===== config.mk =====
export PLATFORM = sky130hd
export DESIGN_NAME = set_assoc_cache
export DESIGN_NICKNAME = d
export VERILOG_FILES = /design/src/rtl/set_assoc_cache.sv
export SDC_FILE = /design/constraint.sdc
export NUM_CORES = 2
export LEC_CHECK = 0
export CELL_PAD_IN_SITES_DETAIL_PLACEMENT = 1
export CELL_PAD_IN_SITES_GLOBAL_PLACEMENT = 2
export CORE_MARGIN = 2
export CORE_UTILIZATION = 53
export DETAILED_ROUTE_END_ITERATION = 10
export GPL_ROUTABILITY_DRIVEN = 0
export PLACE_DENSITY_LB_ADDON = 0.1
export SLEW_MARGIN = 20
export SYNTH_ARGS = -nofsm -noshare
export SYNTH_HDL_FRONTEND = slang
export SYNTH_SLANG_ARGS = --single-unit

===== constraint.sdc =====
create_clock -name clk -period 40.3 [get_ports clk]
set_clock_uncertainty 0.05 [all_clocks]
set_input_delay 8.06 -clock clk [delete_from_list [all_inputs] [get_ports clk]]
set_output_delay 8.06 -clock clk [all_outputs]
set_load 0.005 [all_outputs]

===== src/rtl/set_assoc_cache.sv =====
// Set-associative write-back cache with true-LRU replacement.
// One WIDTH-bit word per line. A hit is answered on the cycle after it is
// accepted. A miss optionally writes back a dirty victim, refills the line,
// then answers from the RESPOND state.
module set_assoc_cache #(
    parameter int WIDTH = 32,
    parameter int SETS  = 16,
    parameter int WAYS  = 4,
    parameter int B     = 4
) (
    input  logic             clk,
    input  logic             rst,
    input  logic             req_valid_i,
    output logic             req_ready_o,
    input  logic             req_we_i,
    input  logic [WIDTH-1:0] req_addr_i,
    input  logic [WIDTH-1:0] req_wdata_i,
    output logic             resp_valid_o,
    output logic             resp_hit_o,
    output logic [WIDTH-1:0] resp_rdata_o,
    output logic             mem_req_o,
    output logic             mem_we_o,
    output logic [WIDTH-1:0] mem_addr_o,
    output logic [WIDTH-1:0] mem_wdata_o,
    input  logic             mem_ack_i,
    input  logic [WIDTH-1:0] mem_rdata_i,
    output logic [31:0]      stat_hits_o,
    output logic [31:0]      stat_misses_o
);

    localparam int OFF_W = $clog2(B);
    localparam int IDX_W = $clog2(SETS);
    localparam int TAG_W = WIDTH - OFF_W - IDX_W;
    localparam int AW    = $clog2(WAYS);

    typedef logic [WAYS-1:0][AW-1:0] age_vec_t;
    typedef enum logic [1:0] {IDLE, WRITEBACK, REFILL, RESPOND} state_t;

    // Control state (reset)
    state_t            state_q;
    logic              resp_valid_q;
    logic              resp_hit_q;
    logic              mem_req_q;
    logic              mem_we_q;
    logic [31:0]       hits_q;
    logic [31:0]       misses_q;
    logic [WAYS-1:0]   valid_q [SETS];
    logic [WAYS-1:0]   dirty_q [SETS];
    age_vec_t          age_q   [SETS];

    // Datapath state (not reset)
    logic [TAG_W-1:0]  tag_q  [SETS][WAYS];
    logic [WIDTH-1:0]  data_q [SETS][WAYS];
    logic [WIDTH-1:0]  resp_rdata_q;
    logic [WIDTH-1:0]  mem_addr_q;
    logic [WIDTH-1:0]  mem_wdata_q;
    logic              lat_we_q;
    logic [TAG_W-1:0]  lat_tag_q;
    logic [IDX_W-1:0]  lat_idx_q;
    logic [WIDTH-1:0]  lat_wdata_q;
    logic [AW-1:0]     victim_q;

    // Lookup results
    logic [TAG_W-1:0]  req_tag;
    logic [IDX_W-1:0]  req_idx;
    logic              hit;
    logic [AW-1:0]     hit_way;
    logic              inv_found;
    logic [AW-1:0]     inv_way;
    logic [AW-1:0]     lru_way;
    logic [AW-1:0]     victim;
    logic              vic_dirty;
    logic              accept;
    logic              hit_en;
    logic              miss_en;
    logic              fill_en;
    logic              unused_off;

    // Move the touched way to MRU; ways younger than it age by one.
    function automatic age_vec_t lru_touch(input age_vec_t ages, input logic [AW-1:0] way);
        age_vec_t    r;
        logic [AW-1:0] old;
        r   = ages;
        old = ages[way];
        for (int w = 0; w < WAYS; w++) begin
            if (ages[w] < old) r[w] = ages[w] + 1'b1;
        end
        r[way] = '0;
        return r;
    endfunction

    // Saturating statistics increment.
    function automatic logic [31:0] sat_inc(input logic [31:0] c);
        return (c == 32'hFFFF_FFFF) ? c : c + 32'd1;
    endfunction

    assign req_tag    = req_addr_i[WIDTH-1 -: TAG_W];
    assign req_idx    = req_addr_i[OFF_W +: IDX_W];
    assign unused_off = ^req_addr_i[OFF_W-1:0];

    // Tag compare and victim selection for the incoming request's set.
    always_comb begin
        hit       = 1'b0;
        hit_way   = '0;
        inv_found = 1'b0;
        inv_way   = '0;
        lru_way   = '0;
        for (int w = 0; w < WAYS; w++) begin
            if (valid_q[req_idx][w] && (tag_q[req_idx][w] == req_tag)) begin
                hit     = 1'b1;
                hit_way = AW'(w);
            end
            if (!valid_q[req_idx][w] && !inv_found) begin
                inv_found = 1'b1;
                inv_way   = AW'(w);
            end
            if (age_q[req_idx][w] == AW'(WAYS - 1)) lru_way = AW'(w);
        end
        victim    = inv_found ? inv_way : lru_way;
        vic_dirty = valid_q[req_idx][victim] && dirty_q[req_idx][victim];
    end

    assign accept  = req_valid_i && (state_q == IDLE);
    assign hit_en  = accept && hit;
    assign miss_en = accept && !hit;
    assign fill_en = (state_q == REFILL) && mem_ack_i;

    // Controller FSM, line status bits, LRU ages and statistics.
    always_ff @(posedge clk) begin
        if (rst) begin
            state_q      <= IDLE;
            resp_valid_q <= 1'b0;
            resp_hit_q   <= 1'b0;
            mem_req_q    <= 1'b0;
            mem_we_q     <= 1'b0;
            hits_q       <= '0;
            misses_q     <= '0;
            for (int s = 0; s < SETS; s++) begin
                valid_q[s] <= '0;
                dirty_q[s] <= '0;
                for (int w = 0; w < WAYS; w++) age_q[s][w] <= AW'(w);
            end
        end else begin
            resp_valid_q <= 1'b0;
            resp_hit_q   <= 1'b0;
            case (state_q)
                IDLE: begin
                    if (hit_en) begin
                        resp_valid_q   <= 1'b1;
                        resp_hit_q     <= 1'b1;
                        hits_q         <= sat_inc(hits_q);
                        age_q[req_idx] <= lru_touch(age_q[req_idx], hit_way);
                        if (req_we_i) dirty_q[req_idx][hit_way] <= 1'b1;
                    end else if (miss_en) begin
                        mem_req_q <= 1'b1;
                        mem_we_q  <= vic_dirty;
                        state_q   <= vic_dirty ? WRITEBACK : REFILL;
                    end
                end
                WRITEBACK: begin
                    if (mem_ack_i) begin
                        mem_we_q <= 1'b0;
                        state_q  <= REFILL;
                    end
                end
                REFILL: begin
                    if (mem_ack_i) begin
                        mem_req_q                     <= 1'b0;
                        valid_q[lat_idx_q][victim_q]  <= 1'b1;
                        dirty_q[lat_idx_q][victim_q]  <= lat_we_q;
                        age_q[lat_idx_q]              <= lru_touch(age_q[lat_idx_q], victim_q);
                        resp_valid_q                  <= 1'b1;
                        misses_q                      <= sat_inc(misses_q);
                        state_q                       <= RESPOND;
                    end
                end
                RESPOND: state_q <= IDLE;
                default: state_q <= IDLE;
            endcase
        end
    end

    // Line data/tags, latched miss request and memory/response datapath.
    always_ff @(posedge clk) begin
        if (!rst && hit_en) begin
            resp_rdata_q <= req_we_i ? req_wdata_i : data_q[req_idx][hit_way];
            if (req_we_i) data_q[req_idx][hit_way] <= req_wdata_i;
        end
        if (!rst && miss_en) begin
            lat_we_q    <= req_we_i;
            lat_tag_q   <= req_tag;
            lat_idx_q   <= req_idx;
            lat_wdata_q <= req_wdata_i;
            victim_q    <= victim;
            mem_wdata_q <= data_q[req_idx][victim];
            mem_addr_q  <= vic_dirty ? {tag_q[req_idx][victim], req_idx, {OFF_W{1'b0}}}
                                     : {req_tag, req_idx, {OFF_W{1'b0}}};
        end
        if (!rst && (state_q == WRITEBACK) && mem_ack_i) begin
            mem_addr_q <= {lat_tag_q, lat_idx_q, {OFF_W{1'b0}}};
        end
        if (!rst && fill_en) begin
            tag_q[lat_idx_q][victim_q]  <= lat_tag_q;
            data_q[lat_idx_q][victim_q] <= lat_we_q ? lat_wdata_q : mem_rdata_i;
            resp_rdata_q                <= lat_we_q ? lat_wdata_q : mem_rdata_i;
        end
    end

    assign req_ready_o   = (state_q == IDLE);
    assign resp_valid_o  = resp_valid_q;
    assign resp_hit_o    = resp_hit_q;
    assign resp_rdata_o  = resp_rdata_q;
    assign mem_req_o     = mem_req_q;
    assign mem_we_o      = mem_we_q;
    assign mem_addr_o    = mem_addr_q;
    assign mem_wdata_o   = mem_wdata_q;
    assign stat_hits_o   = hits_q;
    assign stat_misses_o = misses_q;

endmodule


# Yosys cells after proc, flatten, opt, wreduce, memory -nomap -nowiden
# Memories as Yosys holds them, arrays and structs flattened. A register that Yosys moved wholly into a read port is not among the register bits.
# Cells that the tools add are included.
[totals]
regBits = 231
mem_bits_rw = 3968
inputBits = 101
memories = 5
[memory_table]
columns = ["name", "depth", "word_bits", "read_ports", "rd_clocked_by_memory_dff", "wr", "line", "source"]
rows = [
  ["data_q", 16, 128, 1, 0, 1, "53", "logic [WIDTH-1:0] data_q [SETS][WAYS];"],
  ["tag_q", 16, 104, 1, 0, 1, "52", "logic [TAG_W-1:0] tag_q [SETS][WAYS];"],
  ["age_q", 16, 8, 2, 1, 16, "49", "age_vec_t age_q [SETS];"],
  ["dirty_q", 16, 4, 1, 0, 16, "48", "logic [WAYS-1:0] dirty_q [SETS];"],
  ["valid_q", 16, 4, 1, 0, 16, "47", "logic [WAYS-1:0] valid_q [SETS];"],
]
[classes]
n_addsub = 10
n_lt_le_gt_ge = 18
n_eq_ne = 16
n_mux = 142
bitwise_logic = 9
n_reduce_logical = 44
[op_table]
columns = ["op", "n"]
rows = [
  ["$mux 128", 4],
  ["$mux 32", 13],
  ["$bmux 32 s2", 2],
  ["$demux 32 s2", 2],
  ["$reduce_or 128->1", 1],
  ["$eq 26x26->1", 4],
  ["$mux 104", 1],
  ["$mux 2", 48],
  ["$mux 26", 3],
  ["$add 32x1->32 const B", 2],
  ["$eq 32x32->1 const B", 2],
  ["$mux 4", 15],
  ["$bmux 26 s2", 1],
  ["$demux 26 s2", 1],
  ["$mux 1", 38],
  ["$logic_and 1x1->1", 21],
  ["$add 2x1->2 const B", 8],
  ["$and 8x8->8", 2],
  ["$lt 2x2->1", 8],
  ["$mux 8", 2],
  ["$not 8->8", 2],
  ["$reduce_or 8->1", 2],
  ["$reduce_and 4->1", 3],
  ["$reduce_or 4->1", 3],
  ["20 further kinds", 51],
]

# Depth between registers and ports, before layout
# An unclocked memory read counts as a cell.
[logic_depth]
ltp_word = 18
mapped_depth = 28
ltp_nobuf = 19

# Least setup slack after synthesis
# No wires, ideal clock.
[synth_path]
kind = "in2reg"
startpoint = "input req_addr_i[2]"
endpoint = "register mem_addr_q[10] (netlist: mem_addr_o[10]) (enable)"
setup_ps = 374
arrival_time_ps = 19042
required_time_ps = 39876
path_slack_ps = 20834
cell_stages = 14
path_buffers = 5
cell_sequence = "buf_6 -> buf_6 -> buf_6 -> buf_4 -> buf_2 -> mux4_2 -> mux4_2 -> xnor2_1 -> nand4_1 -> nor4_1 -> and3_1 -> a2111o_2 -> nor3_1 -> or2_2"
[synth_between]
elab_chain_cells = 11
elab_cells_between_ends = 18
cone_classes = "eq/ne: 4; mux: 4; reduce/logical: 8; memory: 2"
[synth_rtl]
columns = ["item", "line", "source"]
rows = [
  ["start, declared", "16", "input logic [WIDTH-1:0] req_addr_i,"],
  ["$mem_v2 16x104", "--", ""],
  ["$eq 26x26->1", "109", "if (valid_q[req_idx][w] && (tag_q[req_idx][w] == req_tag)) begin"],
  ["$logic_and 1x1->1", "109", ""],
  ["$mux 1 (3 in a row)", "109", ""],
  ["$mux 1 *", "109", ""],
  ["$logic_not 1->1 *", "125", "assign miss_en = accept && !hit;"],
  ["$logic_and 1x1->1 *", "125", ""],
  ["$logic_and 1x1->1 *", "189", "if (!rst && miss_en) begin"],
  ["$reduce_bool 2->1 (no source line) *", "--", ""],
  ["end signal, assigned", "196", "mem_addr_q <= vic_dirty ? {tag_q[req_idx][victim], req_idx, {OFF_W{1'b0}}}"],
  ["end signal, assigned", "200", "mem_addr_q <= {lat_tag_q, lat_idx_q, {OFF_W{1'b0}}};"],
  ["end, declared", "55", "logic [WIDTH-1:0] mem_addr_q;"],
]
# Every way passes the cells marked *; elsewhere a longest branch is shown, timed or not.
# A chain may end at the register's enable or synchronous reset.

==> summary.md <==
| Metric | Value |
|---|---|
| Post-route antenna net violation count | `0` |
| Number of placement rows | `207` |
| Clock tree from TritonCTS | `yes` |
| Slowest cell delay on critical path | `860 ps` |
| Worst Hold Launch | `valid_q[3][1]$_DFF_P_` |
| P per Cell Area | `50.3 nW/um^2` |
| Final setup violating endpoints | `0` |
| Area of the die | `325000 sq um` |
| Number of buffers added for setup after CTS | `0` |
| H-tree level count | `5` |
| WP data required | `40830 ps` |
| Hold Slack | `396 ps` |
| Total Routed Length | `529000 um` |
| Clock latency on the worst-skew pair | `990 ps` |
| Final Cycle Share | `41.0%` |
| Number of buffers inserted by port buffering | `261` |
| Fraction of layout cells with a size suffix above 1 | `25.2%` |
| Path class of the lowest-slack min-delay path | `flop to flop` |
| CTS sink cnt | `4201` |
| Number of design-rule violations left by the first detailed-router iteration | `11800` |
| Congestion Overflow GR | `0` |
| Initial antenna violation count | `21` |
| Number of buffers created by CTS | `430` |
| Core outline area | `318000 sq um` |
| Clock transition time at the flip-flop clock pins of the worst setup and hold paths | `60 ps` |
| RSZ-0062 raised after global routing | `false` |
| First-pass GRT wire length | `737000 um` |
| Endpoint arrival time on the critical path | `17060 ps` |
| Total routing resource utilization after global routing | `32.6%` |
| Number of top-level pins | `266` |
| Max-cap violations | `0` |
| Detailed-route vias per instance | `6.75` |
| Number of cells on the worst hold path | `1` |
| Setup TNS after final layout | `0 ps` |
| Die height | `570 um` |
| Async SR Flop Fraction | `0%` |
| Half-perimeter wire length of the detailed placement result | `305000 um` |
| Kind of end point of the critical path | `flop` |
| Critical Path Start Type | `input port` |
| Dominant cells by area after synthesis | `sky130_fd_sc_hd__edfxtp_1 (72%), sky130_fd_sc_hd__mux4_2 (15%), sky130_fd_sc_hd__mux2i_1 (2.0%), sky130_fd_sc_hd__dfxtp_1 (1.6%), sky130_fd_sc_hd__nand2_1 (1.0%)` |
| CTS Root Cell | `sky130_fd_sc_hd__clkbuf_16` |
| Reg2reg start | `tag_q[7][34]$_DFFE_PP_` |
| Maximum fanout along the worst path | `108` |
| Relative slew slack | `16.0%` |
| Top-area cell type share of the netlist area | `71.8%` |
| Outcome | `finished, final reports clean` |
| Fin nets | `9198` |
| End of the worst hold path | `valid_q[3][1]$_DFF_P_` |
| Number of hold violations in the final report | `0` |
| CTS Buffer Depth | `4` |
| Worst path most repeated cell | `sky130_fd_sc_hd__buf_4` |
| Reg2reg end | `age_q[6][3]$_SDFFCE_PN0P_` |
| Maximum clock rate | `60.5 MHz` |
| Transition time at the pin with the least slew margin | `1250 ps` |
| Total standard cell area after synthesis | `170000 sq um` |
| Count of final max-slew check failures | `0` |
| DRC errors left | `0` |
| Pin count of the biggest net entering global routing | `111` |
| Instance count of the mapped netlist | `8580` |
| Post-CTS Hold Fix Bufs | `0` |
| Area Growth Syn to Fin | `13.8%` |
| Post-CTS Resized | `0` |
| Worst vdd ir | `45.2 uV` |
| Number of flip-flops and latches in the synthesized netlist | `4201` |
| Critical setup path kind | `input port to flop` |
| Total number of vias | `92100` |
| Starting density of the core | `53.3%` |
| Leakage power | `61.9 nW` |
| Average footprint of a synthesized cell | `19.8 sq um` |
| Final Critical Period | `16530 ps` |
| Setup slack on the worst flop-to-flop path | `33580 ps` |
| Largest area contributor in the synthesized netlist | `sky130_fd_sc_hd__edfxtp_1` |
| Number of different library cells in the post-synthesis netlist | `97` |
| Vias in the first global route | `94800` |
| WL/cell | `38.8 um` |
| Sequential element share of the synthesized area | `73.5%` |
| Number of enable flip-flop cells after synthesis | `4063` |
| Cell with the biggest individual delay on the critical path | `sky130_fd_sc_hd__nand2_4` |
| Pre-antenna DRT Iters | `6` |
| Most common flop cell mapped by yosys | `sky130_fd_sc_hd__edfxtp_1` |
| Die width | `570 um` |
| Power after layout | `0.00972 W` |
| Worst reg2reg path depth | `18` |
| Number of warning messages in the yosys log | `0` |
| Cell breakdown of the critical path | `buf_16, buf_4, buf_4, buf_4, buf_12, mux4_2, mux2i_1, xor2_1, o2111ai_1, o41ai_2, nand4_1, nor4_4, buf_4, a2111o_2, nand2_2, nand2_4, nand3_1, nand2_1` |
## flip-flops by register name, summed over array words and instances (netlist names), 4 cells and up, named ones only
signal and count:
lat_wdata_q 32, stat_misses_o 32, data_q 2048, tag_q 1664, valid_q 64, lat_tag_q 26, mem_addr_o 30, stat_hits_o 32
mem_wdata_o 32, age_q 128, lat_idx_q 4, dirty_q 64, resp_rdata_o 32
## layer usage
metal,up-vias,GRT usage (%),part of all wire [%]
met1,49500,43.3,38
met3,1145,5.30,8.4
li1,36400,-,-
met4,6,16.2,5.6
met2,5093,52.9,48
met5,-,0,0.0062
## kinds of logic after synthesis
kind of cell	after synthesis	synth area share, %
xor gates and xnor gates	157	0.810
buffers and inverters	594	1.68
other	1	0.00221
AOI/OAI and AO/OA	760	3.11
adders and majority gates	16	0.118
DFF	4201	73.5
and+or+nand+nor	1322	3.64
muxes	1529	17.2
## power by group
group          switching [W]  total (W)  internal [W]
clock                0.00169    0.00393       0.00223
sequential         0.0000279    0.00497       0.00495
combinational       0.000559   0.000818      0.000259
total                0.00228    0.00972       0.00744
## synthesized netlist by cell type (all sizes together), types with 16 or more instances
library cell / instances
nand4: 31
xor2: 62
a22oi: 78
a211oi: 29
and3: 70
nand2b: 36
ha: 16
a221oi: 48
clkbuf: 288
or3: 31
nor2: 423
buf: 248
nand3b: 18
xnor2: 95
and2: 22
nand2: 455
o22ai: 42
inv: 56
a21o: 68
a22o: 36
nor4: 17
o21ai: 159
dfxtp: 138
mux4: 1097
nand3: 105
nor3: 34
nor2b: 20
mux2: 83
a31oi: 52
a21oi: 93
mux2i: 349
edfxtp: 4063
o2bb2ai: 39
## stage by stage
step                      worst slack, ps  utilization [%]  instances  instance area (sq um)
final                               23770             60.7      13600                 193000
after CTS                           23750             60.6      13600                 193000
after global placement              22890             56.3      12800                 179000
after floorplan                     20830                -       8581                 170000
after detailed placement            22750             56.3      12800                 179000
after global routing                23350             60.7      13600                 193000
## placed cells by master, fill, tap and decap left out, types with 53 or more instances in the layout
cell	Yosys	routed
sky130_fd_sc_hd__clkinv_2	0	96
sky130_fd_sc_hd__nor2_1	413	285
sky130_fd_sc_hd__and3_1	70	70
sky130_fd_sc_hd__a21o_1	68	68
sky130_fd_sc_hd__mux4_2	1097	1097
sky130_fd_sc_hd__xor2_1	62	62
sky130_fd_sc_hd__buf_4	31	323
sky130_fd_sc_hd__a22oi_1	78	78
sky130_fd_sc_hd__dfxtp_1	138	137
sky130_fd_sc_hd__inv_1	56	53
sky130_fd_sc_hd__nor2_4	10	138
sky130_fd_sc_hd__clkbuf_16	0	437
sky130_fd_sc_hd__o21ai_0	155	118
sky130_fd_sc_hd__nand2_1	453	452
sky130_fd_sc_hd__mux2_2	83	83
sky130_fd_sc_hd__nand3_1	100	97
sky130_fd_sc_hd__clkinv_1	2	105
sky130_fd_sc_hd__xnor2_1	95	95
sky130_fd_sc_hd__clkbuf_1	288	77
sky130_fd_sc_hd__edfxtp_1	4063	4063
sky130_fd_sc_hd__mux2i_1	347	347
sky130_fd_sc_hd__a21oi_1	93	92
sky130_fd_sc_hd__clkdlybuf4s50_1	0	254
## final cells by class
class                      count  area, sq um
fill                       26500       125000
sequential                  4201       125000
clock buffer                 518        11300
antenna                       19         47.5
tap                         4180         5230
inverter                      58          233
clock inverter               275         2450
multi-input combinational   3786        43700
timing repair buffer         604         5480
## worst max path at each step
| stage | endpoint | startpoint | slack [ps] | cells past startpoint |
|---|---|---|---|---|
| final | age_q[2][4]$_SDFFCE_PN0P_ | req_addr_i[2] | 23770 | 18 |
| after global routing | age_q[4][3]$_SDFFCE_PN0P_ | req_addr_i[2] | 23350 | 18 |
| after CTS | age_q[2][2]$_SDFFCE_PN1P_ | req_addr_i[2] | 23750 | 18 |
| after detailed placement | age_q[2][6]$_SDFFCE_PN1P_ | req_addr_i[2] | 22750 | 18 |
| after global placement | age_q[2][6]$_SDFFCE_PN1P_ | req_addr_i[2] | 22890 | 18 |
| after floorplan | mem_addr_o[10]$_DFFE_PP_ | req_addr_i[2] | 20830 | 14 |
## worst max-delay path: cells and delay by family
kind                   cells  cell delay [ps]
multiplexers               2             1280
buffers and inverters      6             3440
XOR/XNOR                   1              190
AND/OR/NAND/NOR            6             2970
AO/OA/AOI/OAI              3              650
(Power assumes the default switching activity.)
